`src/rtl/apes_pkg.sv`:
```
// Shared definitions for the APES readout chain: channel/word defaults,
// FSM state encoding and the system clock rate used to size the window.
package apes_pkg;

  localparam int N_CH_DEF = 53;
  localparam int CW_DEF   = 10;
  localparam int TW_DEF   = 26;
  localparam int CLK_HZ   = 50000000;

  typedef enum logic [1:0] {
    ST_IDLE    = 2'b00,
    ST_COLLECT = 2'b01,
    ST_DONE    = 2'b10
  } state_t;

endpackage

```
`src/rtl/anode_count_accum_chan_counter.sv`:
```
// chan_counter: one anode channel. Tracks the previous event level every
// cycle, detects rising edges and counts them while enabled.
// Optional macro COUNT_SAT_EN: counter saturates at all-ones instead of wrapping.
module chan_counter #(
  parameter int CW = 10
) (
  input  logic          clk50,
  input  logic          rst_n,
  input  logic          i_event,
  input  logic          i_en,
  input  logic          i_clr,
  output logic [CW-1:0] o_count
);

  logic          r_prev;
  logic [CW-1:0] r_count;
  logic          w_rise;

  assign w_rise  = i_event & ~r_prev;
  assign o_count = r_count;

  // Previous-level register runs in every state so a held level never re-counts.
  always_ff @(posedge clk50 or negedge rst_n) begin
    if (!rst_n) begin
      r_prev <= 1'b0;
    end else begin
      r_prev <= i_event;
    end
  end

  // Edge counter: clear has priority, then count qualified rising edges.
  always_ff @(posedge clk50 or negedge rst_n) begin
    if (!rst_n) begin
      r_count <= '0;
    end else if (i_clr) begin
      r_count <= '0;
    end else if (i_en && w_rise) begin
`ifdef COUNT_SAT_EN
      if (r_count != {CW{1'b1}}) begin
        r_count <= r_count + 1'b1;
      end
`else
      r_count <= r_count + 1'b1;
`endif
    end
  end

endmodule

```
`src/rtl/anode_count_accum.sv`:
```
// anode_count_accum: accumulates per-channel rising-edge counts over a fixed
// window started by cnt_start, then freezes them with collect_done high until
// cnt_clr. Holds the window FSM and timer; channels live in chan_counter.
// Optional macro COUNT_SAT_EN: counters saturate instead of wrapping.
// Control interface: cnt_start/cnt_clr are single-cycle pulses with no
// handshake; cnt_clr beats cnt_start when both arrive in one cycle.
module anode_count_accum
  import apes_pkg::*;
#(
  parameter int N_CH       = N_CH_DEF,
  parameter int CW         = CW_DEF,
  parameter int WINDOW_CYC = CLK_HZ,
  parameter int TW         = TW_DEF
) (
  input  logic               clk50,
  input  logic               rst_n,
  input  logic [N_CH-1:0]    event_in,
  input  logic               cnt_start,
  input  logic               cnt_clr,
  output logic [N_CH*CW-1:0] counts,
  output logic               collect_done,
  output logic               collecting,
  output logic [1:0]         dbg_state
);

  localparam logic [TW-1:0] LP_LOAD = TW'(WINDOW_CYC - 1);

  state_t        r_state;
  logic [TW-1:0] r_timer;
  logic          r_collect_done;
  logic          r_collecting;
  logic          w_cnt_en;

  assign collect_done = r_collect_done;
  assign collecting   = r_collecting;
  assign dbg_state    = r_state;

  // Edges in a clear cycle are dropped along with the clear itself.
  assign w_cnt_en = (r_state == ST_COLLECT) && !cnt_clr;

  // Window FSM with countdown timer; flags registered alongside the state.
  always_ff @(posedge clk50 or negedge rst_n) begin
    if (!rst_n) begin
      r_state        <= ST_IDLE;
      r_timer        <= '0;
      r_collect_done <= 1'b0;
      r_collecting   <= 1'b0;
    end else if (cnt_clr) begin
      r_state        <= ST_IDLE;
      r_timer        <= '0;
      r_collect_done <= 1'b0;
      r_collecting   <= 1'b0;
    end else begin
      case (r_state)
        ST_IDLE: begin
          if (cnt_start) begin
            r_state      <= ST_COLLECT;
            r_timer      <= LP_LOAD;
            r_collecting <= 1'b1;
          end
        end
        ST_COLLECT: begin
          if (r_timer == '0) begin
            r_state        <= ST_DONE;
            r_collecting   <= 1'b0;
            r_collect_done <= 1'b1;
          end else begin
            r_timer <= r_timer - 1'b1;
          end
        end
        ST_DONE: begin
          r_collect_done <= 1'b1;
        end
        default: begin
          r_state        <= ST_IDLE;
          r_timer        <= '0;
          r_collect_done <= 1'b0;
          r_collecting   <= 1'b0;
        end
      endcase
    end
  end

  for (genvar g = 0; g < N_CH; g++) begin : g_chan
    chan_counter #(.CW(CW)) u_chan (
      .clk50   (clk50),
      .rst_n   (rst_n),
      .i_event (event_in[g]),
      .i_en    (w_cnt_en),
      .i_clr   (cnt_clr),
      .o_count (counts[g*CW +: CW])
    );
  end

endmodule

```
`config.mk`:
```
export PLATFORM = sky130hd
export DESIGN_NAME = anode_count_accum
export DESIGN_NICKNAME = d
export VERILOG_FILES = /design/src/rtl/apes_pkg.sv /design/src/rtl/anode_count_accum_chan_counter.sv /design/src/rtl/anode_count_accum.sv
export SDC_FILE = /design/constraint.sdc
export NUM_CORES = 1
export LEC_CHECK = 0
export CAP_MARGIN = 10
export CORE_UTILIZATION = 56
export DETAILED_ROUTE_END_ITERATION = 6
export GPL_TIMING_DRIVEN = 0
export PLACE_DENSITY = 0.86
export SETUP_SLACK_MARGIN = 0.1
export SYNTH_ARGS = -nofsm -noshare
export SYNTH_HDL_FRONTEND = slang
export SYNTH_SLANG_ARGS = --single-unit
```
`constraint.sdc`:
```
create_clock -name clk50 -period 3.7 [get_ports clk50]
set_input_delay 1.11 -clock clk50 [delete_from_list [all_inputs] [get_ports clk50]]
set_output_delay 1.11 -clock clk50 [all_outputs]
set_load 0.05 [all_outputs]
```
==> results of run 1 <==
layout make-up:
type                            count  share of cell area [%]
Clock inverter                     25                   0.742
Tap cell                          680                    2.22
Buffer                             99                    1.20
Clock buffer                       93                    5.10
Sequential cell                   612                    40.0
Multi-Input combinational cell   2101                    34.5
Inverter                           36                   0.353
Timing Repair Buffer              595                    15.8
Antenna cell                        3                  0.0196
critical path: cells and delay by family:
family / cells / cell delay (ps)
buffers and inverters: 6 / 2730
and+or+nand+nor: 1 / 140
state kept, by name, indices dropped and copies added (netlist names):
signal / cells
g_chan.u_chan.r_prev: 53
collect_done: 1
g_chan.u_chan.o_count: 530
dbg_state: 2
r_timer: 26
where the power goes:
part	switching [mW]	internal, mW	total (mW)
clock	2.77	4.10	6.87
sequential	0.289	6.93	7.22
combinational	2.20	0.879	3.08
timing repair:
action / CTS / global route
endpoints found under the setup margin: 528 / 65
resized for setup: 18 / 23
buffers inserted: 0 / 0
pin swaps: 0 / 0
routing by layer:
metal	vias to the layer above	part of all wire (%)	wire length [um]	global-route usage [%]
li1	11400	-	-	-
met1	12900	37	36700	44.5
met2	1193	47	46800	60.1
met3	331	9.9	9880	11.7
met4	6	6.0	5990	22.0
met5	-	0.040	40	0
layout by cell type, fill, tap and decap left out, types with 5 or more instances in the layout:
cell type | Yosys | final
nor3_1 | 41 | 41
buf_2 | 9 | 9
and4bb_2 | 12 | 12
and2_1 | 16 | 16
nand2_1 | 193 | 193
xor2_1 | 177 | 177
clkbuf_8 | 0 | 9
clkinv_2 | 0 | 16
mux2i_1 | 96 | 96
ha_1 | 58 | 58
clkbuf_16 | 0 | 71
o21ai_0 | 225 | 225
nand3b_1 | 87 | 87
dfrtp_1 | 612 | 612
clkdlybuf4s50_1 | 0 | 589
nor4_2 | 0 | 11
nand2b_1 | 98 | 98
inv_1 | 36 | 36
clkbuf_1 | 73 | 70
nor2b_1 | 92 | 91
bufinv_16 | 0 | 6
and4_1 | 38 | 38
o31ai_1 | 68 | 68
nand4_1 | 124 | 124
a31oi_1 | 11 | 11
clkbuf_2 | 0 | 19
xnor2_1 | 49 | 49
buf_1 | 10 | 5
and3_1 | 52 | 52
nand3_1 | 179 | 179
nand4b_1 | 6 | 6
nor2_1 | 291 | 291
nor4_1 | 22 | 11
or4_1 | 8 | 8
nor3b_1 | 5 | 5
and3b_1 | 5 | 5
or3_1 | 42 | 42
buf_16 | 0 | 5
a21oi_1 | 63 | 63
final timing paths:
path | start | slack [ps] | cells after the start | end
max | cnt_clr | 150 | 7 | g_chan[48].u_chan.o_count[1]
min | g_chan[15].u_chan.o_count[9] | 480 | 1 | g_chan[15].u_chan.o_count[9]
min reg2reg | g_chan[15].u_chan.o_count[9] | 480 | 1 | g_chan[15].u_chan.o_count[9]
min in group asynchronous | rst_n | 490 | 1 | g_chan[48].u_chan.o_count[2]
max in group asynchronous | rst_n | 1240 | 4 | g_chan[50].u_chan.o_count[7]
max reg2reg | dbg_state[1] | 210 | 10 | g_chan[38].u_chan.o_count[9]
metrics by stage:
| stage | util (%) | std cells | total power, mW | worst slack, ps | cell area (sq um) |
|---|---|---|---|---|---|
| after CTS | 74.6 | 4241 | 17.2 | 119 | 38200 |
| final | 74.7 | 4244 | 17.2 | 153 | 38300 |
| after detailed placement | 70.1 | 4123 | 10.3 | -1450 | 35900 |
| after floorplan | - | 2848 | 8.96 | 1140 | 29000 |
| after global placement | 69.8 | 4118 | 10.3 | -25300 | 35800 |
| after global routing | 74.7 | 4242 | 17.7 | 76.6 | 38300 |
cell families (layout without fill, tap and decap cells):
group | after synthesis | in the layout | share of synthesized area [%]
adder cells (fa/ha/maj) | 58 | 58 | 2.50
AO/OA/AOI/OAI | 389 | 389 | 7.58
buffers and inverters | 135 | 848 | 1.94
multiplexers | 99 | 99 | 3.43
XOR/XNOR | 226 | 226 | 6.82
AND/OR/NAND/NOR | 1329 | 1329 | 24.9
other | 0 | 3 | 0
flip-flops | 612 | 612 | 52.8
==> run summary, run 1 <==
Failing checks -> design-rule violations
Most frequent cell after synthesis -> dfrtp_1
Critical path endpoint category -> flop
Number of synthesized flops with an enable pin -> 0
Worst path max stage delay -> 710 ps
CTS tree -> built
RSZ-0062 raised after global routing -> yes
Initial cell density of the core -> 56.7%
VDD IR max -> 0.364 mV
Reg area -> 15300 sq um
Critical Path AT -> 4000 ps
Syn avg cell area -> 10.2 sq um
Combined area of the multi-input logic cells -> 13200 sq um
Top-area cell type share of the netlist area -> 52.8%
All-Layer GR Usage -> 37.5%
# IOs -> 591
Type of origin of the critical path -> input pin
Cell Chain, Critical Path -> clkdlybuf4s50_1 -> clkbuf_4 -> clkbuf_2 -> buf_2 -> clkbuf_2 -> clkbuf_1 -> nor2_1
Fin crit period -> 3550 ps
PortBufs -> 590
Final ANT Viol Nets -> 0
Register area share after synthesis -> 52.8%
Largest net degree at the start of global routing -> 121
# hold bufs at CTS -> 0
Required time of the critical path -> 4160 ps
Die area -> 52700 sq um
Htree depth -> 3
Slew @ Worst Pin -> 1200 ps
Top cells by count, synth -> 612 x dfrtp_1, 291 x nor2_1, 225 x o21ai_0
Final TNS setup -> 0 ps
Vias -> 25900
Period utilization -> 95.9%
Slew HR -> 19.9%
Synth top area cells -> dfrtp_1 53%, xor2_1 5.3%, o21ai_0 3.9%, nor2_1 3.8%, mux2i_1 3.3%
Kind of critical path -> input pin to flop
DP HPWL -> 71000 um
FFs w/ async S/R, synth -> 100%
Fillers -> 3465
DRT Wirelength -> 99500 um
Vias in the first global route -> 25600
HP Class -> flop to flop
Crit-path max FO -> 10
Wirelength per Cell -> 23.4 um
Crit path top cell by count -> clkbuf_2
Slowest-stage cell, CP -> clkdlybuf4s50_1
Residual DRC count -> 3
Initial DRT Pass Iterations -> 7
Gpl congestion -> 0.931
Final net count -> 3627
Die X -> 230 um
Synth Instances -> 2848
Max-cap viol count -> 0
Cell Area, Synth -> 29000 sq um
Clk sinks -> 612
Max Clk Rate -> 282 MHz
Synth-to-layout area growth -> 31.9%
P per Cell Area -> 449 nW/um^2
Drt initial violations -> 2008
Cell taking the most area after synthesis -> dfrtp_1
#FFs+latches synth -> 612
First-pass GRT wire length -> 151000 um
Yosys warns -> 0
Max Clock Skew -> 14.4 ps
Antenna violations before repair -> 7
Site row count -> 83
Post-Syn Nets -> 2963
Clock Path Buffers -> 3
Leak pwr -> 16.3 nW
CTS clk-pin slew, worst paths -> 60 ps
Final setup vio count -> 0
Final hold vios -> 0
Gr ovfl total -> 0
Total core area -> 51200 sq um
Top FF cell, synth -> dfrtp_1
Status -> complete, but fails checks
Vias per inst -> 6.09
Hold slack -> 481 ps
Total CTS buffers -> 67
Die Span Y -> 230 um
Distinct cells, synth -> 56
Clk_lat worst skew -> 600 ps
Clock Tree Root -> clkbuf_16
Final Max Tran Viols -> 0
Layout cell share with drive strength beyond 1 -> 5.34%
Power figures use the tool's default switching activity.
==> inputs of run 2 (changes only) <==
--- a/config.mk
+++ b/config.mk
@@ -11,6 +11,7 @@
 export GPL_TIMING_DRIVEN = 0
 export PLACE_DENSITY = 0.86
 export SETUP_SLACK_MARGIN = 0.1
+export SLEW_MARGIN = 0
 export SYNTH_ARGS = -nofsm -noshare
 export SYNTH_HDL_FRONTEND = slang
 export SYNTH_SLANG_ARGS = --single-unit
==> results of run 2 <==
No change in the layout: final DEF, timing and power equal those of run 1.
==> inputs of run 3 (changes only) <==
--- a/config.mk
+++ b/config.mk
@@ -6,10 +6,10 @@
 export NUM_CORES = 1
 export LEC_CHECK = 0
 export CAP_MARGIN = 10
-export CORE_UTILIZATION = 56
+export CORE_UTILIZATION = 40
 export DETAILED_ROUTE_END_ITERATION = 6
 export GPL_TIMING_DRIVEN = 0
-export PLACE_DENSITY = 0.86
+export PLACE_DENSITY = 0.67
 export SETUP_SLACK_MARGIN = 0.1
 export SLEW_MARGIN = 0
 export SYNTH_ARGS = -nofsm -noshare
==> constraint.sdc (replaced) <==
create_clock -name clk50 -period 3.1 [get_ports clk50]
set_input_delay 0.93 -clock clk50 [delete_from_list [all_inputs] [get_ports clk50]]
set_output_delay 0.93 -clock clk50 [all_outputs]
set_load 0.05 [all_outputs]
==> run 3 against run 2 <==
Compared with the run above:
- the run now ends clean
- utilization down 20 points
- register-to-register slack about the same
- clock skew up 8.8 ps
- die area up 40%
- worst hold slack worse by 210 ps
- non-clock buffer count up 6
- critical path type is now flop to primary output
- largest power group unchanged
==> run summary, run 3 (synthesized netlist as in run 1, its figures left out) <==
Critical Path AT -> 2020 ps (was 4000 ps)
Slew HR -> 24.0% (was 19.9%)
DRT Wirelength -> 101000 um (was 99500 um)
Max-cap viol count -> 0 (unchanged)
Residual DRC count -> 0 (was 3)
Period utilization -> 95.0%
Slew @ Worst Pin -> 1140 ps (was 1200 ps)
Worst r2r src -> dbg_state[1] (unchanged)
RSZ-0062 raised after global routing -> yes (unchanged)
Htree depth -> 3 (unchanged)
# hold bufs at CTS -> 0 (unchanged)
Total core area -> 71600 sq um (was 51200 sq um)
Layout cell share with drive strength beyond 1 -> 6.12% (was 5.34%)
Buffers plus inverters on the worst setup path -> 1 (was 6)
CP startpoint -> g_chan[7].u_chan.o_count[2] (was cnt_clr)
Type of origin of the critical path -> flop (was input pin)
P per Cell Area -> 533 nW/um^2 (was 449 nW/um^2)
Leak pwr -> 16.5 nW (was 16.3 nW)
Max reg flops -> 530 (unchanged)
Clk sinks -> 612 (unchanged)
Combined area of the multi-input logic cells -> 13300 sq um (was 13200 sq um)
Initial cell density of the core -> 40.5% (was 56.7%)
PortBufs -> 590 (unchanged)
Final setup vio count -> 0 (unchanged)
Clock Path Buffers -> 3 (unchanged)
Commonest non-fill, non-tap cell in the layout -> dfrtp_1 (unchanged)
Max Clk Rate -> 339 MHz
Status -> finished clean (was complete, but fails checks)
Clock Tree Root -> clkbuf_16 (unchanged)
Final Max Tran Viols -> 0 (unchanged)
Final net count -> 3638 (was 3627)
Die X -> 271 um (was 230 um)
Cell Chain, Critical Path -> clkdlybuf4s50_1 (was clkdlybuf4s50_1 -> clkbuf_4 -> clkbuf_2 -> buf_2 -> clkbuf_2 -> clkbuf_1 -> nor2_1)
HP Class -> input pin to async pin (was flop to flop)
Gpl congestion -> 0.902 (was 0.931)
Vias per inst -> 5.44 (was 6.09)
Post-route insts no fill -> 4528 (was 4244)
Total design power -> 20.7 mW (was 17.2 mW)
Max Clock Skew -> 23.2 ps (was 14.4 ps)
Total CTS buffers -> 72 (was 67)
All-Layer GR Usage -> 27.1% (was 37.5%)
Synth-to-layout area growth -> 34.1% (was 31.9%)
Reg area -> 15300 sq um (unchanged)
Largest net degree at the start of global routing -> 105 (was 121)
Fin crit period -> 2950 ps
Setup ws final -> 154 ps (was 153 ps)
Most frequent cells in the layout -> 612 x dfrtp_1, 578 x clkdlybuf4s50_1, 288 x nor2_1 (was 612 x dfrtp_1, 589 x clkdlybuf4s50_1, 291 x nor2_1)
Vias in the first global route -> 23900 (was 25600)
VDD IR max -> 0.421 mV (was 0.364 mV)
CTS tree -> built (unchanged)
Crit-path max FO -> 5 (was 10)
Antenna violations before repair -> 13 (was 7)
Clk_lat worst skew -> 620 ps (was 600 ps)
CTS clk-pin slew, worst paths -> 60 ps (about the same)
Initial DRT Pass Iterations -> 5 (was 7)
Gr ovfl total -> 0 (unchanged)
Final hold vios -> 0 (unchanged)
Largest delay share family, worst path -> buffers and inverters (unchanged)
Final ANT Viol Nets -> 0 (unchanged)
Dpl ws -> -2350 ps (was -1450 ps)
Fillers -> 6484 (was 3465)
Vias -> 24600 (was 25900)
# IOs -> 591 (unchanged)
Site row count -> 98 (was 83)
Wirelength per Cell -> 22.3 um (was 23.4 um)
Die area -> 73600 sq um (was 52700 sq um)
Placed Cells -> 4397 (was 4123)
Drt initial violations -> 1611 (was 2008)
Die Span Y -> 271 um (was 230 um)
DP HPWL -> 72900 um (was 71000 um)
Kind of critical path -> flop to primary output (was input pin to flop)
Required time of the critical path -> 2170 ps (was 4160 ps)
Worst path max stage delay -> 970 ps (was 710 ps)
First-pass GRT wire length -> 151000 um (about the same)
Slowest-stage cell, CP -> clkdlybuf4s50_1 (unchanged)
Final Util -> 54.3% (was 74.7%)
Hold slack -> 266 ps (was 481 ps)
Critical path endpoint category -> primary output (was flop)
[run 3: changes by cell type in the layout (fill, tap and decap cells not counted), sizes merged, moves of 5 or more]
cell / previous run / this run
clkbuf: 171 / 187
clkinv: 16 / 8
buf: 27 / 36
dlygate4sd2: 0 / 5
bufinv: 6 / 0
dlymetal6s2s: 0 / 5
clkdlybuf4s50: 589 / 578
[run 3: cell type report]
type                    instances  share of cell area, %
flip-flops and latches        612                   39.4
well taps                     950                   3.06
clock buffers                 114                   5.58
multi-input cells            2101                   34.1
repair buffers                601                   15.8
plain buffers                  99                   1.39
inverters                      36                  0.347
diodes                          2                 0.0129
clock inverters                13                  0.299
[run 3: timing repair]
action,CTS,global route
hold endpoints to repair,0,0
setup buffers,2,0
setup endpoints to repair,564,112
gates resized for setup,84,19
[run 3: stage by stage]
| step | cell area [sq um] | TNS [ps] |
|---|---|---|
| 6_report | 38900 | 0 |
| 3_3_place_gp | 36100 | - |
| 2_1_floorplan | 29000 | 0 |
| 4_1_cts | 38800 | 0 |
| 5_1_grt | 38900 | 0 |
| 3_5_place_dp | 36300 | -967430 |
[run 3: where the power goes]
group	leakage (nW)	switching [mW]	total (mW)	internal [mW]
combinational	6.97	2.67	3.81	1.14
sequential	8.39	0.350	8.63	8.28
clock	1.12	3.47	8.30	4.83
total	16.5	6.49	20.7	14.2
[run 3: path summary, 6_finish.rpt]
path,end,slack (ps),cells past startpoint
worst min register to register,g_chan[0].u_chan.o_count[9],480,1
min in group clk50,g_chan[0].u_chan.o_count[9],480,1
worst min-delay path,g_chan[27].u_chan.o_count[8],270,1
worst max-delay path,counts[72],150,1
max in group asynchronous,g_chan[39].u_chan.o_count[3],610,5
worst max register to register,g_chan[2].u_chan.o_count[3],200,11
[run 3: routing by layer]
| layer | routed length [um] | GRT usage, % | part of all wire, % |
|---|---|---|---|
| met1 | 41500 | 33.5 | 41 |
| met3 | 8350 | 8.59 | 8.3 |
| met2 | 48500 | 45.7 | 48 |
| met4 | 2600 | 6.83 | 2.6 |
| met5 | 56 | 0 | 0.055 |
